<file path="config.mk">
export PLATFORM = sky130hd
export DESIGN_NAME = demux_1_2_32bit_buf
export DESIGN_NICKNAME = d
export VERILOG_FILES = /design/src/rtl/demux_pkg.sv /design/src/rtl/demux_slot.sv /design/src/rtl/demux_1_2_32bit_buf.sv
export SDC_FILE = /design/constraint.sdc
export NUM_CORES = 1
export LEC_CHECK = 0
export CORE_MARGIN = 2
export CORE_UTILIZATION = 44
export CTS_BUF_LIST = sky130_fd_sc_hd__clkbuf_4 sky130_fd_sc_hd__clkbuf_8
export CTS_CLUSTER_DIAMETER = 40
export DETAILED_ROUTE_END_ITERATION = 6
export PLACE_DENSITY = 0.81
export SLEW_MARGIN = 20
export SYNTH_ARGS = -nofsm -noshare
export SYNTH_HDL_FRONTEND = slang
export SYNTH_SLANG_ARGS = --single-unit
</file>
<file path="constraint.sdc">
create_clock -name clk -period 1.4 [get_ports clk]
set_clock_uncertainty 0.15 [all_clocks]
set_input_delay 0.28 -clock clk [delete_from_list [all_inputs] [get_ports clk]]
set_output_delay 0.28 -clock clk [all_outputs]
set_load 0.02 [all_outputs]
</file>
<file path="src/rtl/demux_pkg.sv">
// Shared definitions for the 1:2 buffered demultiplexer.
//   slot_state_t : per-output slot occupancy (EMPTY / FULL)
//   CNT_W        : width of the optional per-output transfer counters
//   CNT_MAX      : value at which those counters saturate
package demux_pkg;

    typedef enum logic {
        EMPTY = 1'b0,
        FULL  = 1'b1
    } slot_state_t;

    localparam int               CNT_W   = 16;
    localparam logic [CNT_W-1:0] CNT_MAX = 16'hFFFF;

endpackage

</file>
<file path="src/rtl/demux_slot.sv">
// One single-entry output slot of the demultiplexer: occupancy state,
// data register and (with DEMUX_STATS_EN) a saturating transfer counter.
//
// Ports:
//   clk       in   clock, rising edge
//   rst_n     in   synchronous active-low reset
//   load      in   write ld_data into the slot this cycle
//   ld_data   in   WIDTH-bit word to store
//   can_load  out  slot can take a word this cycle (empty, or draining now)
//   out_data  out  registered word
//   out_valid out  slot holds a word
//   out_ready in   consumer takes the word
//   cnt       out  completed output transfers (DEMUX_STATS_EN only)
//
// state | meaning
// ------+-----------------------------------------------
// EMPTY | no word held; out_data keeps last loaded value
// FULL  | word held and presented on out_data
module demux_slot
    import demux_pkg::*;
#(
    parameter int WIDTH = 32
) (
    input  logic             clk,
    input  logic             rst_n,
    input  logic             load,
    input  logic [WIDTH-1:0] ld_data,
    output logic             can_load,
    output logic [WIDTH-1:0] out_data,
    output logic             out_valid,
    input  logic             out_ready
`ifdef DEMUX_STATS_EN
    ,
    output logic [CNT_W-1:0] cnt
`endif
);

    slot_state_t      state_q;
    slot_state_t      state_d;
    logic [WIDTH-1:0] data_q;
    logic             out_fire;

    assign out_valid = (state_q == FULL);
    assign out_fire  = out_valid && out_ready;
    // A full slot that drains this cycle can be refilled in the same cycle,
    // which is what gives one word per cycle of sustained throughput.
    assign can_load  = (state_q == EMPTY) || out_ready;
    assign out_data  = data_q;

    always_ff @(posedge clk) begin
        if (!rst_n) begin
            state_q <= EMPTY;
        end else begin
            state_q <= state_d;
        end
    end

    always_comb begin
        state_d = state_q;
        case (state_q)
            EMPTY: begin
                if (load) state_d = FULL;
            end
            FULL: begin
                if (load)          state_d = FULL;
                else if (out_ready) state_d = EMPTY;
            end
            default: state_d = EMPTY;
        endcase
    end

    always_ff @(posedge clk) begin
        if (!rst_n) begin
            data_q <= '0;
        end else if (load) begin
            data_q <= ld_data;
        end
    end

`ifdef DEMUX_STATS_EN
    logic [CNT_W-1:0] cnt_q;

    always_ff @(posedge clk) begin
        if (!rst_n) begin
            cnt_q <= '0;
        end else if (out_fire && (cnt_q != CNT_MAX)) begin
            cnt_q <= cnt_q + 1'b1;
        end
    end

    assign cnt = cnt_q;
`else
    logic unused_fire;
    assign unused_fire = out_fire;
`endif

endmodule

</file>
<file path="src/rtl/demux_1_2_32bit_buf.sv">
// 1:2 demultiplexer with a registered single-entry slot per output and
// valid/ready handshakes on input and both outputs. in_sel picks the slot;
// the unselected slot never affects in_ready.
// Optional feature macro: DEMUX_STATS_EN adds cnt0/cnt1 transfer counters.
//
// Ports:
//   clk                in   clock, rising edge
//   rst_n              in   synchronous active-low reset
//   in_data            in   WIDTH-bit word to steer
//   in_sel             in   0 -> output 0, 1 -> output 1
//   in_valid           in   in_data/in_sel valid
//   in_ready           out  word accepted this cycle (combinational)
//   out0_data/out1_data   out  registered slot words
//   out0_valid/out1_valid out  slot holds a word
//   out0_ready/out1_ready in   consumer takes the word
//   cnt0/cnt1          out  16-bit saturating transfer counts (DEMUX_STATS_EN)
module demux_1_2_32bit_buf
    import demux_pkg::*;
#(
    parameter int WIDTH = 32
) (
    input  logic             clk,
    input  logic             rst_n,
    input  logic [WIDTH-1:0] in_data,
    input  logic             in_sel,
    input  logic             in_valid,
    output logic             in_ready,
    output logic [WIDTH-1:0] out0_data,
    output logic             out0_valid,
    input  logic             out0_ready,
    output logic [WIDTH-1:0] out1_data,
    output logic             out1_valid,
    input  logic             out1_ready
`ifdef DEMUX_STATS_EN
    ,
    output logic [CNT_W-1:0] cnt0,
    output logic [CNT_W-1:0] cnt1
`endif
);

    logic can_load0;
    logic can_load1;
    logic in_fire;
    logic load0;
    logic load1;

    assign in_ready = in_sel ? can_load1 : can_load0;
    assign in_fire  = in_valid && in_ready;
    assign load0    = in_fire && !in_sel;
    assign load1    = in_fire &&  in_sel;

    demux_slot #(.WIDTH(WIDTH)) u_slot0 (
        .clk       (clk),
        .rst_n     (rst_n),
        .load      (load0),
        .ld_data   (in_data),
        .can_load  (can_load0),
        .out_data  (out0_data),
        .out_valid (out0_valid),
        .out_ready (out0_ready)
`ifdef DEMUX_STATS_EN
        ,
        .cnt       (cnt0)
`endif
    );

    demux_slot #(.WIDTH(WIDTH)) u_slot1 (
        .clk       (clk),
        .rst_n     (rst_n),
        .load      (load1),
        .ld_data   (in_data),
        .can_load  (can_load1),
        .out_data  (out1_data),
        .out_valid (out1_valid),
        .out_ready (out1_ready)
`ifdef DEMUX_STATS_EN
        ,
        .cnt       (cnt1)
`endif
    );

endmodule

</file>
# Yosys cells after proc, flatten, opt, wreduce, memory -nomap -nowiden
# Cells that the tools add are included.
# W data, S select, Z words.
[totals] wordCells=21 regBits=66 in_bits=38 out_inout_bits=67
[classes] mux=9 reduce_logical=6 n_bitwise=2
[ops] cell="$mux W1" n=7
[ops] cell="$pmux W1 S2" n=2
[ops] cell="$logic_and A1 B1 Y1" n=3
[ops] cell="$logic_or A1 B1 Y1" n=2
[ops] cell="$not A1 Y1" n=2
[ops] cell="$logic_not A1 Y1" n=1

# Logic depth before layout (Yosys ltp)
# Gate-level depths: netlist of the first run.
[depth] word_depth=7 depth_mapped=5 depth_no_buf=3

# By module
# From an unflattened synthesis of the first run, not the netlist that was laid out.
[hier_totals] cells_unflattened=217 area_unflattened_um2=2595.0
[modules_own_cells] mod="demux_slot" instances=2 area_per_inst_um2=1281.2 cells_each=107 seq_area_each_um2=660.6
[modules_own_cells] mod="demux_1_2_32bit_buf" instances=1 area_per_inst_um2=32.5 cells_each=3 seq_area_each_um2=0.0

# Least setup slack after synthesis of the first run
# No wires, ideal clock.
[synth_path] kind="register to output" from="register u_slot1.state_q, in the netlist u_slot1.out_valid" to="output in_ready" arrival_time_ns=0.947 setup_slack_ns=0.023 path_stages_with_launch=3 required_time_ns=0.970 path_buffers=0 cell_sequence="dfxtp_1 > and2b_4 > mux2i_1"
[synth_via] elab_chain_cells=3
[synth_rtl] item="from (decl)" line_no="demux_slot.sv:38" source="slot_state_t state_q;"
[synth_rtl] item="from (signal assigned)" line_no="demux_slot.sv:54" source="state_q <= state_d;"
[synth_rtl] item="$not A1 Y1" line_no="demux_slot.sv:47" source="assign can_load = (state_q == EMPTY) || out_ready;"
[synth_rtl] item="$logic_or A1 B1 Y1" line_no="demux_slot.sv:47"
[synth_rtl] item="$mux W1" line_no="demux_1_2_32bit_buf.sv:47" source="assign in_ready = in_sel ? can_load1 : can_load0;"
[synth_rtl] item="to (decl)" line_no="demux_1_2_32bit_buf.sv:27" source="output logic in_ready,"
# Every way passes these cells.

# Worst setup path after layout of the first run
# Same ends and word-level chain as after synthesis.

==> results.sh, run 1 <==
export IMPL_status="finished with violations"
export IMPL_failed_checks="setup timing"
export IMPL_cap_violations=0
export IMPL_gp_congestion=0.726
export IMPL_clock_latency_ns=0.33
export IMPL_fin_nets=403
export IMPL_clkSinkCount=66
export IMPL_slowest_delay_ns=0.31
export IMPL_viasPerCell=4.88
export IMPL_period_minus_slack_ns=1.55
export IMPL_pwr_share_seq_pct=43.9
export IMPL_cts_buffer_depth=2
export IMPL_gr_total_overflow=0
export IMPL_design_portCount=105
export IMPL_path_cells="and2b_4 -> mux2i_1 -> buf_4"
export IMPL_antenna_found_initial=0
export IMPL_worst_ep_arrival_time_ns=1.12
export IMPL_avgSynthCellArea_um2=10.3
export IMPL_cts_tree="yes"
export IMPL_p_sw_share_pct=24.5
export IMPL_io_buffers=104
export IMPL_slew_violations=0
export IMPL_drive_gt1_share_pct=29.5
export IMPL_grt_max_degree=57
export IMPL_fmax_mhz=645
export IMPL_dp_hpwl_mm=4.01
export IMPL_netlist_area_um2=2590
export IMPL_route_met3_wl_um=531
export IMPL_routed_via_count=2158
export IMPL_wl_met2_mm=3.11
export IMPL_syn_to_final_growth_pct=50.3
export IMPL_required_ns=0.97
export IMPL_fp_row_count=27
export IMPL_path_clk_slew_ns=0.07
export IMPL_hp_class="input port to flip-flop"
export IMPL_hold_buffers=0
export IMPL_critPathBufInv=1
export IMPL_grt_pass1_wl_mm=10.3
export IMPL_core_area_um2=5610
export IMPL_initial_core_util_pct=46.2
export IMPL_p_comb_share_pct=15.9
export IMPL_dieArea_um2=6520
export IMPL_dr_pass1_iters=4
export IMPL_n_antenna_cell=0
export IMPL_worst_pin_slew_ns=0.225
export IMPL_syn_inst=252
export IMPL_antenna_left=0
export IMPL_p_int_mw=3.48
export IMPL_slew_headroom_pct=85.0
export IMPL_slowest_stage="dfxtp_1"
export IMPL_fin_crit_sh_pct=111
export IMPL_die_w_um=80.7
export IMPL_synth_cell_types=13
export IMPL_power_net_switching_mw=1.13
export IMPL_setup_viol=47
export IMPL_wirelength_mm=6.62
export IMPL_die_h_um=80.7
export IMPL_peakVddDrop_mv=0.802
export IMPL_grt_setup_unrepaired="yes"
export IMPL_endpoint_kind="primary output"
export IMPL_wl_met1_mm=2.89
export IMPL_synth_seq_cells=66
export IMPL_tns_ns=-2.97
export IMPL_cp_top_family="flip-flops"
export IMPL_h_tree_depth=3
export IMPL_leakage_nw=1.68
export IMPL_power_density_nw_per_um2=1180
export IMPL_grt_usage_pct=21.2
export IMPL_pwr_share_clk_pct=40.2
export IMPL_path_max_fanout=2
export IMPL_cts_buffers=9
export IMPL_worst_hold_slack_ns=0.291
export IMPL_syn_nets=290
export IMPL_cp_start_kind="flip-flop"
export IMPL_yosysWarningCount=0
export IMPL_routedWlPerCell_um=15.0
export IMPL_drc=0
export IMPL_finalHoldViolCount=0
export IMPL_ys_seq_area_share_pct=51.0
export IMPL_worstSetupPathType="flip-flop to primary output"
export IMPL_first_global_vias=2064
export IMPL_setup_ws_ns=-0.151
export IMPL_drtIter0Drc=117
export IMPL_cts_root_buf="clkbuf_8"
export IMPL_highest_layer="met4"
-- cells in the mapped netlist --
| cell type | number | area share [%] |
|---|---|---|
| mux2i_1 | 65 | 25 |
| and2b_4 | 1 | 0.39 |
| buf_12 | 6 | 4.6 |
| buf_2 | 6 | 1.2 |
| o21a_1 | 2 | 0.58 |
| clkbuf_1 | 4 | 0.58 |
| nor2_8 | 1 | 0.77 |
| nor2b_4 | 1 | 0.53 |
| nor3b_2 | 1 | 0.48 |
| buf_6 | 1 | 0.43 |
| buf_4 | 1 | 0.29 |
| nand2_1 | 97 | 14 |
| dfxtp_1 | 66 | 51 |
-- repair_timing --
item	in CTS	in global routing
cloned	4	1
endpoints found under the setup margin	132	105
gates resized for setup	208	54
buffers inserted	4	0
pin swaps	2	2
-- final cells by class --
cell class | instances | area (µm²)
timing repair buffer | 120 | 1130
clock inverter | 4 | 72.6
tap | 72 | 90.1
clock buffer | 12 | 165
fill | 464 | 1710
multi-input combinational | 168 | 1120
sequential | 66 | 1320
-- layer usage --
metal	vias up	track usage, %
met4	0	8.81
met5	-	0
met2	77	33.9
met3	7	7.89
met1	1023	25.7
li1	1051	-
-- metrics by stage --
step | power [mW] | util [%] | instances | setup slack (ns) | area (µm²)
2_1_floorplan | 2.46 | - | 252 | 0.0229 | 2590
3_3_place_gp | 2.79 | 65.7 | 419 | -0.670 | 3680
3_5_place_dp | 2.81 | 65.7 | 419 | -0.712 | 3680
4_1_cts | 4.68 | 74.3 | 443 | -0.162 | 4170
5_1_grt | 4.80 | 69.5 | 442 | -0.210 | 3890
6_report | 4.62 | 69.5 | 442 | -0.151 | 3890
-- sequential cells by signal (all words and copies together) (netlist names) --
name               count
u_slot1.out_data      32
u_slot0.out_valid      1
u_slot0.out_data      32
u_slot1.out_valid      1
-- cell families after synthesis --
group / synth area share [%]
AND/OR/NAND/NOR: 16.2
AO/OA/AOI/OAI: 0.579
multiplexers: 25.1
buffers and inverters: 7.10
flip-flops: 51.0
-- final timing paths --
| path | from | slack (ns) | cells after the start | to |
|---|---|---|---|---|
| setup / recovery | u_slot1.out_valid | -0.15 | 3 | in_ready |
| hold / removal | rst_n | 0.29 | 4 | u_slot1.out_data[18] |
| setup reg to reg | u_slot0.out_valid | -0.12 | 6 | u_slot0.out_data[0] |
| hold reg to reg | u_slot0.out_data[29] | 0.31 | 2 | u_slot0.out_data[29] |
-- layout by cell type (no fill, tap or decap) --
master | netlist | layout
dfxtp_1 | 66 | 65
clkdlybuf4s15_2 | 0 | 20
dfxtp_2 | 0 | 1
mux2i_4 | 0 | 1
nor2_8 | 1 | 1
mux2i_2 | 0 | 3
clkbuf_16 | 0 | 1
nand2_1 | 97 | 96
clkinvlp_4 | 0 | 1
o21a_1 | 2 | 2
clkdlybuf4s50_1 | 0 | 33
clkbuf_2 | 0 | 5
clkinv_2 | 0 | 1
nor2b_4 | 1 | 1
and2b_4 | 1 | 1
buf_2 | 6 | 41
buf_6 | 1 | 2
buf_16 | 0 | 2
bufinv_16 | 0 | 2
clkbuf_8 | 0 | 12
nand2_2 | 0 | 1
mux2i_1 | 65 | 61
buf_4 | 1 | 3
buf_12 | 6 | 9
dlygate4sd2_1 | 0 | 4
nor3b_4 | 0 | 1
-- power by group through the flow --
| stage | combinational (mW) | sequential [mW] | clock (mW) |
|---|---|---|---|
| 2_1_floorplan | 0.272 | 2.19 | 0 |
| 3_3_place_gp | 0.729 | 2.06 | 0 |
| 3_5_place_dp | 0.738 | 2.07 | 0 |
| 4_1_cts | 0.780 | 2.03 | 1.88 |
| 5_1_grt | 0.784 | 2.04 | 1.98 |
| 6_report | 0.736 | 2.03 | 1.85 |
-- worst reg2reg max path, delay by kind of cell (launching register included) --
kind / cells / cell delay (ns)
and+or+nand+nor: 2 / 0.29
buffers and inverters: 3 / 0.47
DFF: 1 / 0.32
muxes: 1 / 0.21
(Power assumes the default switching activity.)
==> inputs of run 2 (changes only) <==
--- a/config.mk
+++ b/config.mk
@@ -5,12 +5,14 @@
 export SDC_FILE = /design/constraint.sdc
 export NUM_CORES = 1
 export LEC_CHECK = 0
+export CELL_PAD_IN_SITES_DETAIL_PLACEMENT = 1
+export CELL_PAD_IN_SITES_GLOBAL_PLACEMENT = 2
 export CORE_MARGIN = 2
-export CORE_UTILIZATION = 44
+export CORE_UTILIZATION = 26
 export CTS_BUF_LIST = sky130_fd_sc_hd__clkbuf_4 sky130_fd_sc_hd__clkbuf_8
 export CTS_CLUSTER_DIAMETER = 40
 export DETAILED_ROUTE_END_ITERATION = 6
-export PLACE_DENSITY = 0.81
+export PLACE_DENSITY_LB_ADDON = 0.1
 export SLEW_MARGIN = 20
 export SYNTH_ARGS = -nofsm -noshare
 export SYNTH_HDL_FRONTEND = slang
==> run 2 against run 1 <==
The flow still finishes with violations (setup timing). Flip-flop and latch count unchanged. Maximum frequency up 1.5%. Clock power down 14%. Power down 6.2%. Final area down 2.0%. Die area up 65%. Register-to-register slack better by 0.02 ns. Combinational power down 4.8%. Sequential power about the same. Cell count up 14%. First-iteration DRC count down 78%. Worst setup slack better by 0.023 ns.
==> results.sh, run 2 (synthesis results as in run 1) <==
export IMPL_status="finished with violations"
export IMPL_failed_checks="setup timing"
export IMPL_finalHoldViolCount=0
export IMPL_drc=0
export IMPL_cts_buffer_depth=2
export IMPL_fp_row_count=36
export IMPL_power_density_nw_per_um2=1130
export IMPL_antenna_found_initial=0
export IMPL_highest_layer="met4"
export IMPL_dp_hpwl_mm=4.58
export IMPL_peakVddDrop_mv=0.412
export IMPL_path_clk_slew_ns=0.07
export IMPL_n_antenna_cell=0
export IMPL_routedWlPerCell_um=13.9
export IMPL_viasPerCell=4.14
export IMPL_cts_buffers=9
export IMPL_regArea_um2=1320
export IMPL_design_portCount=105
export IMPL_antenna_left=0
export IMPL_hold_buffers=0
export IMPL_cap_violations=0
export IMPL_path_max_fanout=2
export IMPL_gp_congestion=0.688
export IMPL_worst_pin_slew_ns=0.246
export IMPL_syn_to_final_growth_pct=47.3
export IMPL_post_dp_cell_area_um2=3760
export IMPL_slew_headroom_pct=83.6
export IMPL_leakage_nw=1.65
export IMPL_worst_ep_arrival_time_ns=1.10
export IMPL_grt_setup_unrepaired="yes"
export IMPL_die_h_um=104
export IMPL_required_ns=0.97
export IMPL_wirelength_mm=6.99
export IMPL_cts_tree="yes"
export IMPL_first_global_vias=2189
export IMPL_layout_commonest_cell="nand2_1"
export IMPL_cts_root_buf="clkbuf_8"
export IMPL_grt_pass1_wl_mm=11.2
export IMPL_fin_crit_sh_pct=109
export IMPL_grt_usage_pct=13.1
export IMPL_wl_met1_mm=3.39
export IMPL_die_w_um=104
export IMPL_fin_nets=402
export IMPL_grt_max_degree=57
export IMPL_worstSetupPathType="flip-flop to primary output"
export IMPL_dieArea_um2=10800
export IMPL_routed_via_count=2079
export IMPL_initial_core_util_pct=26.6
export IMPL_utilization_pct=39.2
export IMPL_io_buffers=104
export IMPL_gr_total_overflow=0
export IMPL_fmax_mhz=654
export IMPL_r2r_slack_ns=-0.10
export IMPL_route_met3_wl_um=472
export IMPL_wl_met2_mm=3.02
export IMPL_hp_class="input port to flip-flop"
export IMPL_startpoint="u_slot1.out_valid"
export IMPL_dr_pass1_iters=4
export IMPL_mostFrequentLayoutCells="nand2_1 (96), mux2i_1 (65), dfxtp_1 (64)"
export IMPL_setup_viol=33
export IMPL_h_tree_depth=3
export IMPL_hold_depth=4
export IMPL_period_minus_slack_ns=1.53
export IMPL_drtIter0Drc=26
export IMPL_drive_gt1_share_pct=28.7
export IMPL_endpoint_kind="primary output"
export IMPL_hp_start="rst_n"
export IMPL_reg2reg_depth=6
export IMPL_design_area_um2=3820
export IMPL_worstReg2RegStart="u_slot0.out_valid"
export IMPL_setup_ws_ns=-0.128
export IMPL_slew_violations=0
export IMPL_multi_input_area_um2=1090
export IMPL_clock_latency_ns=0.33
export IMPL_clkSinkCount=66
export IMPL_totalPowerFinal_mw=4.33
export IMPL_core_area_um2=9730
export IMPL_nFillCells=1171
export IMPL_cp_start_kind="flip-flop"
## run 2: changes by cell type in the layout (fill, tap and decap cells not counted), moves of 3 or more
| cell | previous run | this run |
|---|---|---|
| buf_12 | 9 | 5 |
| clkbuf_8 | 12 | 9 |
| buf_2 | 41 | 54 |
| mux2i_1 | 61 | 65 |
| clkdlybuf4s15_2 | 20 | 12 |
| buf_8 | 0 | 3 |
| mux2i_2 | 3 | 0 |
| clkbuf_2 | 5 | 1 |
## run 2: where the power goes
part           switching, mW  internal [mW]  total [mW]
clock                  0.748          0.857        1.60
combinational          0.366          0.336       0.701
sequential            0.0466           1.98        2.02
## run 2: final cells by class
cell class | count | area share, %
clock buffers | 11 | 3.64
clock inverters | 5 | 1.44
multi-input cells | 168 | 28.7
flip-flops and latches | 66 | 34.7
well taps | 133 | 4.36
repair buffers | 119 | 27.2
## run 2: timing repair
action,in CTS,in global routing
endpoints found under the setup margin,132,94
buffers inserted,1,0
gates resized for setup,227,46
cloned,1,2
pin swaps,1,1
## run 2: layer usage
metal / global-route usage, % / vias to the layer above
met4: 6.37 / 0
met2: 19.0 / 67
met5: 0 / -
met3: 4.03 / 8
met1: 17.6 / 963
li1: - / 1041
## run 2: stage by stage
step / instances / hold slack [ns] / worst slack [ns] / setup TNS (ns)
after floorplan: 252 / 0.295 / 0.0229 / 0
after global placement: 482 / 0.292 / -0.675 / -29.75
after detailed placement: 482 / 0.296 / -0.676 / -30.61
after CTS: 500 / 0.270 / -0.142 / -2.42
after global routing: 502 / 0.300 / -0.194 / -5.81
final: 502 / 0.285 / -0.128 / -2.06
## run 2: critical path, cell delays in order (launching register included)
cell and delay, ns:
dfxtp_2 0.32, and2b_4 0.16, mux2i_1 0.13, buf_4 0.16
## run 2: path summary, 6_finish.rpt
path | end
max | in_ready
min | u_slot0.out_data[18]
max reg2reg | u_slot0.out_data[30]
min reg2reg | u_slot0.out_data[26]
